## src/rtl/alu_wb_buffer_pkg.sv

```systemverilog
// Shared defaults and occupancy-state type for the ALU writeback buffer.
package alu_wb_buffer_pkg;

    localparam int ALU_DATA_W = 24;  // result / writeback word width
    localparam int ALU_ADDR_W = 4;   // register address width (16 registers)

    // Occupancy of the writeback buffer.
    typedef enum logic [1:0] {
        EMPTY   = 2'd0,
        PARTIAL = 2'd1,
        FULL    = 2'd2
    } occ_e;

endpackage

```

## src/rtl/alu_wb_buffer_fwd.sv

```systemverilog
// wb_fwd_match: youngest-entry match of one decode read address against the
// buffered writeback entries. Pure combinational; instantiated per read port.
module wb_fwd_match #(
    parameter  int DATA_W = 24,
    parameter  int ADDR_W = 4,
    parameter  int DEPTH  = 2,
    localparam int PTR_W  = $clog2(DEPTH)
) (
    input  logic [DEPTH-1:0][DATA_W-1:0] ent_data,
    input  logic [DEPTH-1:0][ADDR_W-1:0] ent_addr,
    input  logic [DEPTH-1:0]             ent_wflag,
    input  logic [PTR_W-1:0]             rd_ptr,
    input  logic [PTR_W:0]               count,
    input  logic [ADDR_W-1:0]            rs_addr,
    output logic                         hit,
    output logic [DATA_W-1:0]            data
);

    // Walk oldest -> youngest so the last (youngest) match wins.
    always_comb begin
        logic [PTR_W-1:0] idx;
        hit  = 1'b0;
        data = '0;
        idx  = '0;
        for (int i = 0; i < DEPTH; i++) begin
            idx = rd_ptr + PTR_W'(i);
            if (((PTR_W+1)'(i) < count) && ent_wflag[idx] &&
                (ent_addr[idx] == rs_addr) && (rs_addr != '0)) begin
                hit  = 1'b1;
                data = ent_data[idx];
            end
        end
    end

endmodule

```

## src/rtl/alu_wb_buffer.sv

```systemverilog
// alu_wb_buffer: small FIFO between the execute stage and the register-file
// write port. InReady depends on registered occupancy only, so a full buffer
// refuses input even in a cycle where it drains.
// Optional feature: define ALU_WB_FWD_EN to add the Rs*/Fwd* forwarding ports.
module alu_wb_buffer
    import alu_wb_buffer_pkg::*;
#(
    parameter int DATA_W = ALU_DATA_W,
    parameter int ADDR_W = ALU_ADDR_W,
    parameter int DEPTH  = 2
) (
    input  logic                      Clock,
    input  logic                      Reset,
    input  logic                      InValid,
    output logic                      InReady,
    input  logic [DATA_W-1:0]         InResult,
    input  logic [ADDR_W-1:0]         InRd,
    input  logic                      InRegWrite,
    output logic                      WbValid,
    input  logic                      WbReady,
    output logic [DATA_W-1:0]         WbData,
    output logic [ADDR_W-1:0]         WbAddr,
    output logic                      WbWrite,
`ifdef ALU_WB_FWD_EN
    input  logic [ADDR_W-1:0]         Rs1Addr,
    input  logic [ADDR_W-1:0]         Rs2Addr,
    output logic                      Fwd1Hit,
    output logic                      Fwd2Hit,
    output logic [DATA_W-1:0]         Fwd1Data,
    output logic [DATA_W-1:0]         Fwd2Data,
`endif
    output logic [$clog2(DEPTH):0]    Count
);

    localparam int PTR_W = $clog2(DEPTH);
    localparam int CNT_W = PTR_W + 1;

    occ_e                        occ_q, occ_d;
    logic [CNT_W-1:0]            count_q, count_d;
    logic [PTR_W-1:0]            wr_ptr_q, wr_ptr_d;
    logic [PTR_W-1:0]            rd_ptr_q, rd_ptr_d;
    logic [DEPTH-1:0][DATA_W-1:0] data_q, data_d;
    logic [DEPTH-1:0][ADDR_W-1:0] addr_q, addr_d;
    logic [DEPTH-1:0]            wflag_q, wflag_d;

    logic push, pop, in_ready, wb_valid;

    assign in_ready = (occ_q != FULL);
    assign wb_valid = (occ_q != EMPTY);
    assign push     = InValid & in_ready;
    assign pop      = wb_valid & WbReady;

    assign InReady = in_ready;
    assign WbValid = wb_valid;
    assign Count   = count_q;
    // Head fields are forced to zero while empty so stale slots never leak.
    assign WbData  = wb_valid ? data_q[rd_ptr_q] : '0;
    assign WbAddr  = wb_valid ? addr_q[rd_ptr_q] : '0;
    assign WbWrite = wb_valid & wflag_q[rd_ptr_q];

    // Occupancy FSM: one step per cycle, driven only by accepted push/pop.
    always_comb begin
        occ_d = occ_q;
        case (occ_q)
            EMPTY: if (push) occ_d = PARTIAL;
            PARTIAL: begin
                if (push && !pop && count_q == CNT_W'(DEPTH - 1)) occ_d = FULL;
                else if (pop && !push && count_q == CNT_W'(1))    occ_d = EMPTY;
            end
            FULL: if (pop) occ_d = PARTIAL;
            default: occ_d = EMPTY;
        endcase
    end

    // Pointer, count and entry storage updates.
    always_comb begin
        count_d  = count_q;
        wr_ptr_d = wr_ptr_q;
        rd_ptr_d = rd_ptr_q;
        data_d   = data_q;
        addr_d   = addr_q;
        wflag_d  = wflag_q;
        case ({push, pop})
            2'b10:   count_d = count_q + CNT_W'(1);
            2'b01:   count_d = count_q - CNT_W'(1);
            default: count_d = count_q;
        endcase
        // push and pop never hit the same slot: that needs empty or full.
        if (pop) begin
            wflag_d[rd_ptr_q] = 1'b0;
            rd_ptr_d          = rd_ptr_q + PTR_W'(1);
        end
        if (push) begin
            data_d[wr_ptr_q]  = InResult;
            addr_d[wr_ptr_q]  = InRd;
            // r0 is hardwired zero: keep the slot but never write it.
            wflag_d[wr_ptr_q] = InRegWrite & (InRd != '0);
            wr_ptr_d          = wr_ptr_q + PTR_W'(1);
        end
    end

    // State registers; reset discards every buffered entry.
    always_ff @(posedge Clock or negedge Reset) begin
        if (!Reset) begin
            occ_q    <= EMPTY;
            count_q  <= '0;
            wr_ptr_q <= '0;
            rd_ptr_q <= '0;
            data_q   <= '0;
            addr_q   <= '0;
            wflag_q  <= '0;
        end else begin
            occ_q    <= occ_d;
            count_q  <= count_d;
            wr_ptr_q <= wr_ptr_d;
            rd_ptr_q <= rd_ptr_d;
            data_q   <= data_d;
            addr_q   <= addr_d;
            wflag_q  <= wflag_d;
        end
    end

`ifdef ALU_WB_FWD_EN
    wb_fwd_match #(.DATA_W(DATA_W), .ADDR_W(ADDR_W), .DEPTH(DEPTH)) u_fwd1 (
        .ent_data (data_q),
        .ent_addr (addr_q),
        .ent_wflag(wflag_q),
        .rd_ptr   (rd_ptr_q),
        .count    (count_q),
        .rs_addr  (Rs1Addr),
        .hit      (Fwd1Hit),
        .data     (Fwd1Data)
    );

    wb_fwd_match #(.DATA_W(DATA_W), .ADDR_W(ADDR_W), .DEPTH(DEPTH)) u_fwd2 (
        .ent_data (data_q),
        .ent_addr (addr_q),
        .ent_wflag(wflag_q),
        .rd_ptr   (rd_ptr_q),
        .count    (count_q),
        .rs_addr  (Rs2Addr),
        .hit      (Fwd2Hit),
        .data     (Fwd2Data)
    );
`endif

endmodule

```

## config.mk

```make
export PLATFORM = sky130hd
export DESIGN_NAME = alu_wb_buffer
export DESIGN_NICKNAME = d
export VERILOG_FILES = /design/src/rtl/alu_wb_buffer_pkg.sv /design/src/rtl/alu_wb_buffer_fwd.sv /design/src/rtl/alu_wb_buffer.sv
export SDC_FILE = /design/constraint.sdc
export NUM_CORES = 1
export LEC_CHECK = 0
export ABC_AREA = 1
export ABC_CLOCK_PERIOD_IN_PS = 2800
export CORE_ASPECT_RATIO = 0.6
export CORE_MARGIN = 2
export CORE_UTILIZATION = 55
export CTS_CLUSTER_DIAMETER = 120
export DETAILED_ROUTE_END_ITERATION = 7
export PLACE_DENSITY_LB_ADDON = 0.1
export SYNTH_ARGS = -nofsm -noshare
export SYNTH_HDL_FRONTEND = slang
export SYNTH_HIERARCHICAL = 1
export SYNTH_SLANG_ARGS = --single-unit
```

## constraint.sdc

```tcl
create_clock -name Clock -period 2.8 [get_ports Clock]
set_input_delay 0.56 -clock Clock [delete_from_list [all_inputs] [get_ports Clock]]
set_output_delay 0.56 -clock Clock [all_outputs]
set_load 0.03 [all_outputs]
```

# == Yosys cells after proc, flatten, opt, wreduce, memory -nomap -nowiden ==
# Index checks and enable logic that the tools add are counted.
# op_classes
add_sub_neg,4
mux,27
n_bitwise,6
eq_ne,9
n_reduce_logical,13
order_cmp,4
# op_table
operator,n
24-bit 2-to-1 mux,4
48-bit bitwise mux,1
24-bit demux with 1-bit select,1
4-bit 2-to-1 mux,4
2-bit 2-to-1 mux,6
8-bit bitwise mux,1
"2-bit by 1-bit == test with 1-bit output, second input constant",3
1-bit logical AND,6
"2-bit inequality test, second input constant",3
2-bit case mux with 3 select lines,1
1-bit bitwise AND,4
4-bit demux with 1-bit select,1
"2-bit == test, second input constant",2
"1-bit by 2-bit < comparator with 1-bit output, second input constant",2
1-bit 2-to-1 mux,4
2-bit case mux with 2 select lines,1
2-bit nonzero test,2
4-bit nonzero test,1
"3-bit inequality test, second input constant",1
3-bit AND reduction,1
"1-bit adder, second input constant",2
"2-bit by 1-bit adder with 2-bit output, second input constant",1
2-bit bitwise AND,1
2-bit bitwise mux,1
6 further kinds,9
# totals
ff_bits,64
wordCells,72
output_inout_bits,33
in_bits,33

# == Depth between registers and ports, before layout ==
# Gate-level depths: netlist (run 1).
# depth
ltp_word,9
depth_mapped,9
depth_no_buf,7

# == Worst setup path after synthesis (run 1) ==
# OpenSTA, ideal clock, no wires.
# synth_timing
kind,reg-to-output
from,reg occ_q[1]
to,out WbAddr[0]
path_slack_ns,0.896
required_ns,2.240
path_stages_with_launch,5
path_buffers,2
arrival_ns,1.344
cell_sequence,dfrtp_1 nor2_1 buf_2 buf_2 a21oi_1
# synth_via
elab_chain_cells,2
# synth_rtl
element,line_no,text
start: declaration,alu_wb_buffer.sv:38,"occ_e occ_q, occ_d;"
start signal: assignment,alu_wb_buffer.sv:105,occ_q <= EMPTY;
start signal: assignment,alu_wb_buffer.sv:113,occ_q <= occ_d;
2-bit nonzero test,alu_wb_buffer.sv:49,assign wb_valid = (occ_q != EMPTY);
4-bit 2-to-1 mux,alu_wb_buffer.sv:58,assign WbAddr = wb_valid ? addr_q[rd_ptr_q] : '0;
end: declaration,alu_wb_buffer.sv:22,"output logic [ADDR_W-1:0] WbAddr,"
# Every way passes these cells.

# == Worst setup path in the final report (run 1) ==
# layout_timing
from,reg occ_q[0]
to,out WbWrite
# layout_via
elab_chain_cells,2
# layout_rtl
element,line_no,text
2-bit nonzero test,alu_wb_buffer.sv:49,
1-bit bitwise AND,alu_wb_buffer.sv:59,assign WbWrite = wb_valid & wflag_q[rd_ptr_q];
end: declaration,alu_wb_buffer.sv:23,"output logic WbWrite,"
# Every way passes these cells.

==> impl_metrics.toml, run 1 <==
[status]
status = "finished clean"

[placement]
io_buffers = 65
place_ws_ns = 0.09253
routabilityCongestion = 0.7770
placed_cells = 489
placed_area_um2 = 3760
hpwl_mm = 4.452

[sta]
finalMaxSlewViolations = 0
slew_headroom = 0.4675
max_freq_ghz = 0.3837
setup_viol = 0
fin_ws_ns = 0.1940
finalHoldViolations = 0
tightest_slew_ns = 0.7988
rsz0062_at_grt = "no"
timing.hold.ws_ns = 0.3790
fin_crit_sh = 0.9307
tns_ns = 0
finClkSkew_ns = 0.006440
min_period_ns = 2.606

[worst_setup_path]
crit_fanout = 11
required_ns = 2.24
path_class = "register to primary output"
cp-end-kind = "primary output"
worstRegToRegCells = 6
arrival_ns = 2.05
crit_path_start_kind = "register"

[clock_tree]
cts_tree = "yes"
cts_max_level = 3
cts_made_buffers = 9
insertion_delay_ns = 0.34
clkSinkCount = 64
cts_root_buf = "clkbuf_8"
cts_hold_buf = 0
cts_max_path_buffers = 2
clk_pin_slew_ns = 0.06

[floorplanning]
initial_core_util = 0.5637
die_area_um2 = 6293
core_area_um2 = 5518
rows = 21
die_w_um = 101.1
die_h_um = 62.25
ios = 66

[global_routing]
grt_max_degree = 65
antenna_found_initial = 0
grt_pass1_wl_mm = 11.30
gr-total-overflow = 0
grt_usage = 0.2297
grt_pass1_vias = 2408

[routing]
via_per_inst = 4.992
firstDrtPassIters = 4
routed_wirelength_mm = 6.884
drtAntennaViolNets = 0
vias = 2526
drt-initial-drc-count = 147
route.detailed.drc = 0
wl_per_cell_um = 13.60

[logic_synthesis]
synth_top_family_by_area = "simple AND/OR/NAND/NOR gates"
synth_compound_area_frac = 0.1698
ys_types = 24
synth-simple-area-share = 0.2096
yosys_warnings = 6
syn_area_um2 = 3110
synth-seq-area-share = 0.5149
synth_xor_area_frac = 0
postSynthCellCount = 367
avgSynthCellArea_um2 = 8.475
synthMuxAreaShare = 0
synth_fp_nets = 401
synth_seq_cells = 64
synthAdderAreaFrac = 0.004023

[layout]
area_delta_synth_final_pct = 29.40
num_antenna_cells = 0
fin_nets = 466
finalNonFillerCells = 506
fin_util = 0.7295
drive_gt1_frac = 0.1716
fin_area_um2 = 4025

[pwr]
vdd_drop_max_mv = 0.6790
p_per_area_nw_per_um2 = 1193
finalPower_mw = 4.801
leakagePower_nw = 1.915

[min_path]
hold_path.class = "primary input to async pin"

[job]
maxCapViolCount = 0
==> worst paths after layout <==
kind / start / endpoint / slack [ns]
min in group Clock: data_q[33] / data_q[33] / 0.48
max in group asynchronous: Reset / data_q[1] / 1.88
hold / removal: Reset / occ_q[1] / 0.38
setup reg to reg: occ_q[1] / data_q[3] / 0.98
hold reg to reg: data_q[33] / data_q[33] / 0.48
setup / recovery: occ_q[0] / WbWrite / 0.19
==> worst max-delay path, stage by stage, from the launching register on <==
cell and delay, ns:
dfrtp_1 0.47, nor2_2 0.52, a21oi_1 0.10, clkdlybuf4s50_1 0.62
==> registers in the layout, summed over array words and instances (netlist names) <==
name / flops
Count: 2
addr_q: 8
data_q: 48
occ_q: 2
rd_ptr_q: 1
wflag_q: 2
wr_ptr_q: 1
==> layout by cell type, fill, tap and decap left out <==
cell type	n
nor2_4	2
clkdlybuf4s50_1	64
dfrtp_1	64
ha_1	1
o21ai_0	33
buf_12	1
a21oi_2	1
a21oi_1	29
nand2_2	22
buf_4	8
a31oi_1	1
nand3_1	8
inv_2	1
nor2_2	1
clkbuf_8	11
o211ai_1	1
o21ai_1	4
bufinv_16	3
o21ai_2	20
inv_4	1
nand2_1	117
inv_1	37
clkinvlp_4	1
buf_2	1
nand2_4	1
clkinv_2	1
nor2_1	3
==> cells in the mapped netlist (all sizes together) <==
cell    number  area share
a21oi       30       0.049
buf         10       0.039
ha           1      0.0040
inv         39       0.048
dfrtp       64        0.51
o211ai       1      0.0024
nand3        8       0.013
clkbuf      11       0.015
nand2      140        0.19
o21ai       57        0.12
a31oi        1      0.0020
nor2         5      0.0084
==> cell families (layout without fill, tap and decap cells) <==
logic type,after synthesis,in the layout
fa+ha+maj,1,1
simple gates,153,154
flops,64,64
buf+inv,60,129
compound gates,89,89
==> layer usage <==
layer  GRT usage  wire (um)  part of all wire  vias to the layer above
met5           0          0                 0                        -
met4     0.04899         54            0.0078                        0
met3     0.08446        441             0.064                        8
met2      0.3411       3002              0.44                       72
met1      0.3261       3386              0.49                     1158
li1            -          -                 -                     1288
==> what timing repair did <==
item | in CTS | in global routing
cloned | 0 | 1
hold endpoints to repair | 0 | 0
setup buffers | 0 | 0
setup endpoints to repair | 29 | 9
pin swaps | 0 | 1
resized for setup | 1 | 0
==> report_power, final <==
| part | leakage, nW | switching [mW] | total [mW] | internal (mW) |
|---|---|---|---|---|
| registers | 0.789 | 0.230 | 1.51 | 1.28 |
| clock network | 0.126 | 0.345 | 0.984 | 0.638 |
| logic | 1.00 | 1.41 | 2.31 | 0.903 |
| total | 1.92 | 1.98 | 4.80 | 2.82 |
==> area by class of cell <==
cell class              count  area, um^2
well taps                  69       86.33
repair buffers             74       725.7
clock inverters             5       102.6
flip-flops and latches     64        1602
clock buffers              11       151.4
inverters                  39       148.9
fillers                   431        1493
multi-input cells         244        1209
(Power assumes the default switching activity.)
==> run 2: changes to the inputs <==
- CAP_MARGIN: not set -> 25
==> results of run 2 <==
Final layout, timing and power as in run 1 (identical DEF).
==> run 3: changes to the inputs <==
- PLACE_DENSITY: not set -> 0.83
- PLACE_DENSITY_LB_ADDON: 0.1 -> not set
==> run 3 against run 2 <==
Hold slack worse by 0.20 ns. Sequential power is essentially flat. Count of clock-buffer cells in the layout up 3. Register-to-register slack gained 0.06 ns. Largest power group unchanged. Final cell count down 0.40%. Clock power down 22%. Sequential share of layout area rose by 0.76 points. Die area is the same. Fmax shrank 1.9%. Critical path depth up 2.
==> impl_metrics.toml, run 3 (synthesized netlist as in run 1, its figures left out) <==
[floorplanning]
die_w_um = 101.1
initial_core_util = 0.5637
ios = 66
die_area_um2 = 6293
rows = 21
core_area_um2 = 5518
die_h_um = 62.25

[layout]
biggestRegsByFlops = "data_q (48), addr_q (8)"
area_delta_synth_final_pct = 27.07
fillers = 419
top_register = "data_q"
final_common_cell = "nand2_1"
drive_gt1_frac = 0.1701
fin_util = 0.7163
largest_register_ffs = 48
num_antenna_cells = 0
fin_nets = 464
layout_common_cells = "117 x nand2_1, 63 x dfrtp_1, 62 x clkdlybuf4s50_1, 37 x inv_1, 33 x o21ai_0"

[routing]
route.detailed.drc = 0
drt-initial-drc-count = 161
wl_per_cell_um = 13.46
firstDrtPassIters = 4
wl_met3_um = 443
drtAntennaViolNets = 0
via_per_inst = 5.050
met2WireLength_mm = 3.024
routed_wirelength_mm = 6.783
wl_met1_mm = 3.223
vias = 2545
top_layer = "met4"

[sta]
setup_viol = 0
min_period_ns = 2.657
finalHoldViolations = 0
timing.hold.ws_ns = 0.1796
max_freq_ghz = 0.3764
tns_ns = 0
finalMaxSlewViolations = 0
finClkSkew_ns = 0.007178
fin_crit_sh = 0.9489
fin_ws_ns = 0.1431
slew_headroom = 0.4943
tightest_slew_ns = 0.7586
rsz0062_at_grt = "no"

[job]
maxCapViolCount = 0

[worst_setup_path]
arrival_ns = 2.10
cp_cell_sequence = "inv_1 > buf_4 > nand2_1 > a21oi_1 > clkdlybuf4s50_1"
crit_fanout = 13
crit_path_max_incr_delay_ns = 0.70
required_ns = 2.24
path_buf_inv = 3
cp-end-kind = "primary output"
cp_slowest_cell = "clkdlybuf4s50_1"
crit_family = "buffers and inverters"
path_class = "register to primary output"
crit_path_start_kind = "register"

[global_routing]
grt_pass1_wl_mm = 11.63
gr-total-overflow = 0
grt_max_degree = 59
grt_pass1_vias = 2566
grt_usage = 0.2377
antenna_found_initial = 0

[clock_tree]
clk_pin_slew_ns = 0.07
cts_max_path_buffers = 2
clkSinkCount = 64
cts_max_level = 3
insertion_delay_ns = 0.33
cts_root_buf = "clkbuf_8"
cts_tree = "yes"
cts_made_buffers = 9

[min_path]
hold_path.class = "primary input to async pin"

[placement]
io_buffers = 65
place_ws_ns = 0.09629
routabilityCongestion = 0.8218
hpwl_mm = 4.474

[pwr]
leakagePower_nw = 1.909
vdd_drop_max_mv = 0.6240
p_per_area_nw_per_um2 = 1148

[status]
status = "finished clean"
[run 3: cell count changes in the layout (fill, tap and decap cells not counted), sizes merged]
cell           change
bufinv             -3
clkinvlp           -1
buf                -2
clkbuf             +3
dlymetal6s2s       +2
clkdlybuf4s50      -2
clkinv             +1
[run 3: final cells by class]
| cell class | instances | area (um^2) | area share |
|---|---|---|---|
| flip-flops and latches | 64 | 1603 | 0.4055 |
| multi-input cells | 244 | 1209 | 0.3058 |
| repair buffers | 72 | 703.2 | 0.1779 |
| clock buffers | 14 | 192.7 | 0.04875 |
| inverters | 39 | 148.9 | 0.03767 |
| well taps | 69 | 86.33 | 0.02184 |
| clock inverters | 2 | 10.01 | 0.002532 |
[run 3: final timing paths]
path                             from          to  slack [ns]  cells past startpoint
setup reg to reg             occ_q[0]   data_q[5]        1.04                      6
min in group Clock         data_q[25]  data_q[25]        0.48                      2
max in group asynchronous       Reset  data_q[27]        1.93                      2
hold reg to reg            data_q[25]  data_q[25]        0.48                      2
setup / recovery             rd_ptr_q  WbData[23]        0.14                      5
hold / removal                  Reset  data_q[15]        0.18                      1
[run 3: power breakdown]
group	switching, mW	internal (mW)	total, mW
clock network	0.330	0.440	0.769
registers	0.229	1.28	1.51
logic	1.39	0.874	2.26
[run 3: per-stage QoR]
step	total power, mW	cells	cell area (um^2)
CTS	4.556	503	3940
finish	4.536	504	3953
floorplan	2.982	367	3110
global route	4.865	504	3953
detailed placement	3.756	487	3732
global placement	3.706	487	3732
[run 3: metal layers]
metal	global-route usage	up-vias
met3	0.08784	10
met1	0.3366	1164
met5	0	-
met4	0.05743	0
li1	-	1283
met2	0.3502	88
[run 3: repair_timing]
action / 4_1_cts / 5_1_grt
gates resized for setup: 1 / 3
endpoints found under the hold margin: 0 / 0
pin swaps: 0 / 1
buffers inserted: 0 / 0
hold buffers: 0 / 0
gates cloned: 0 / 1
endpoints found under the setup margin: 18 / 12
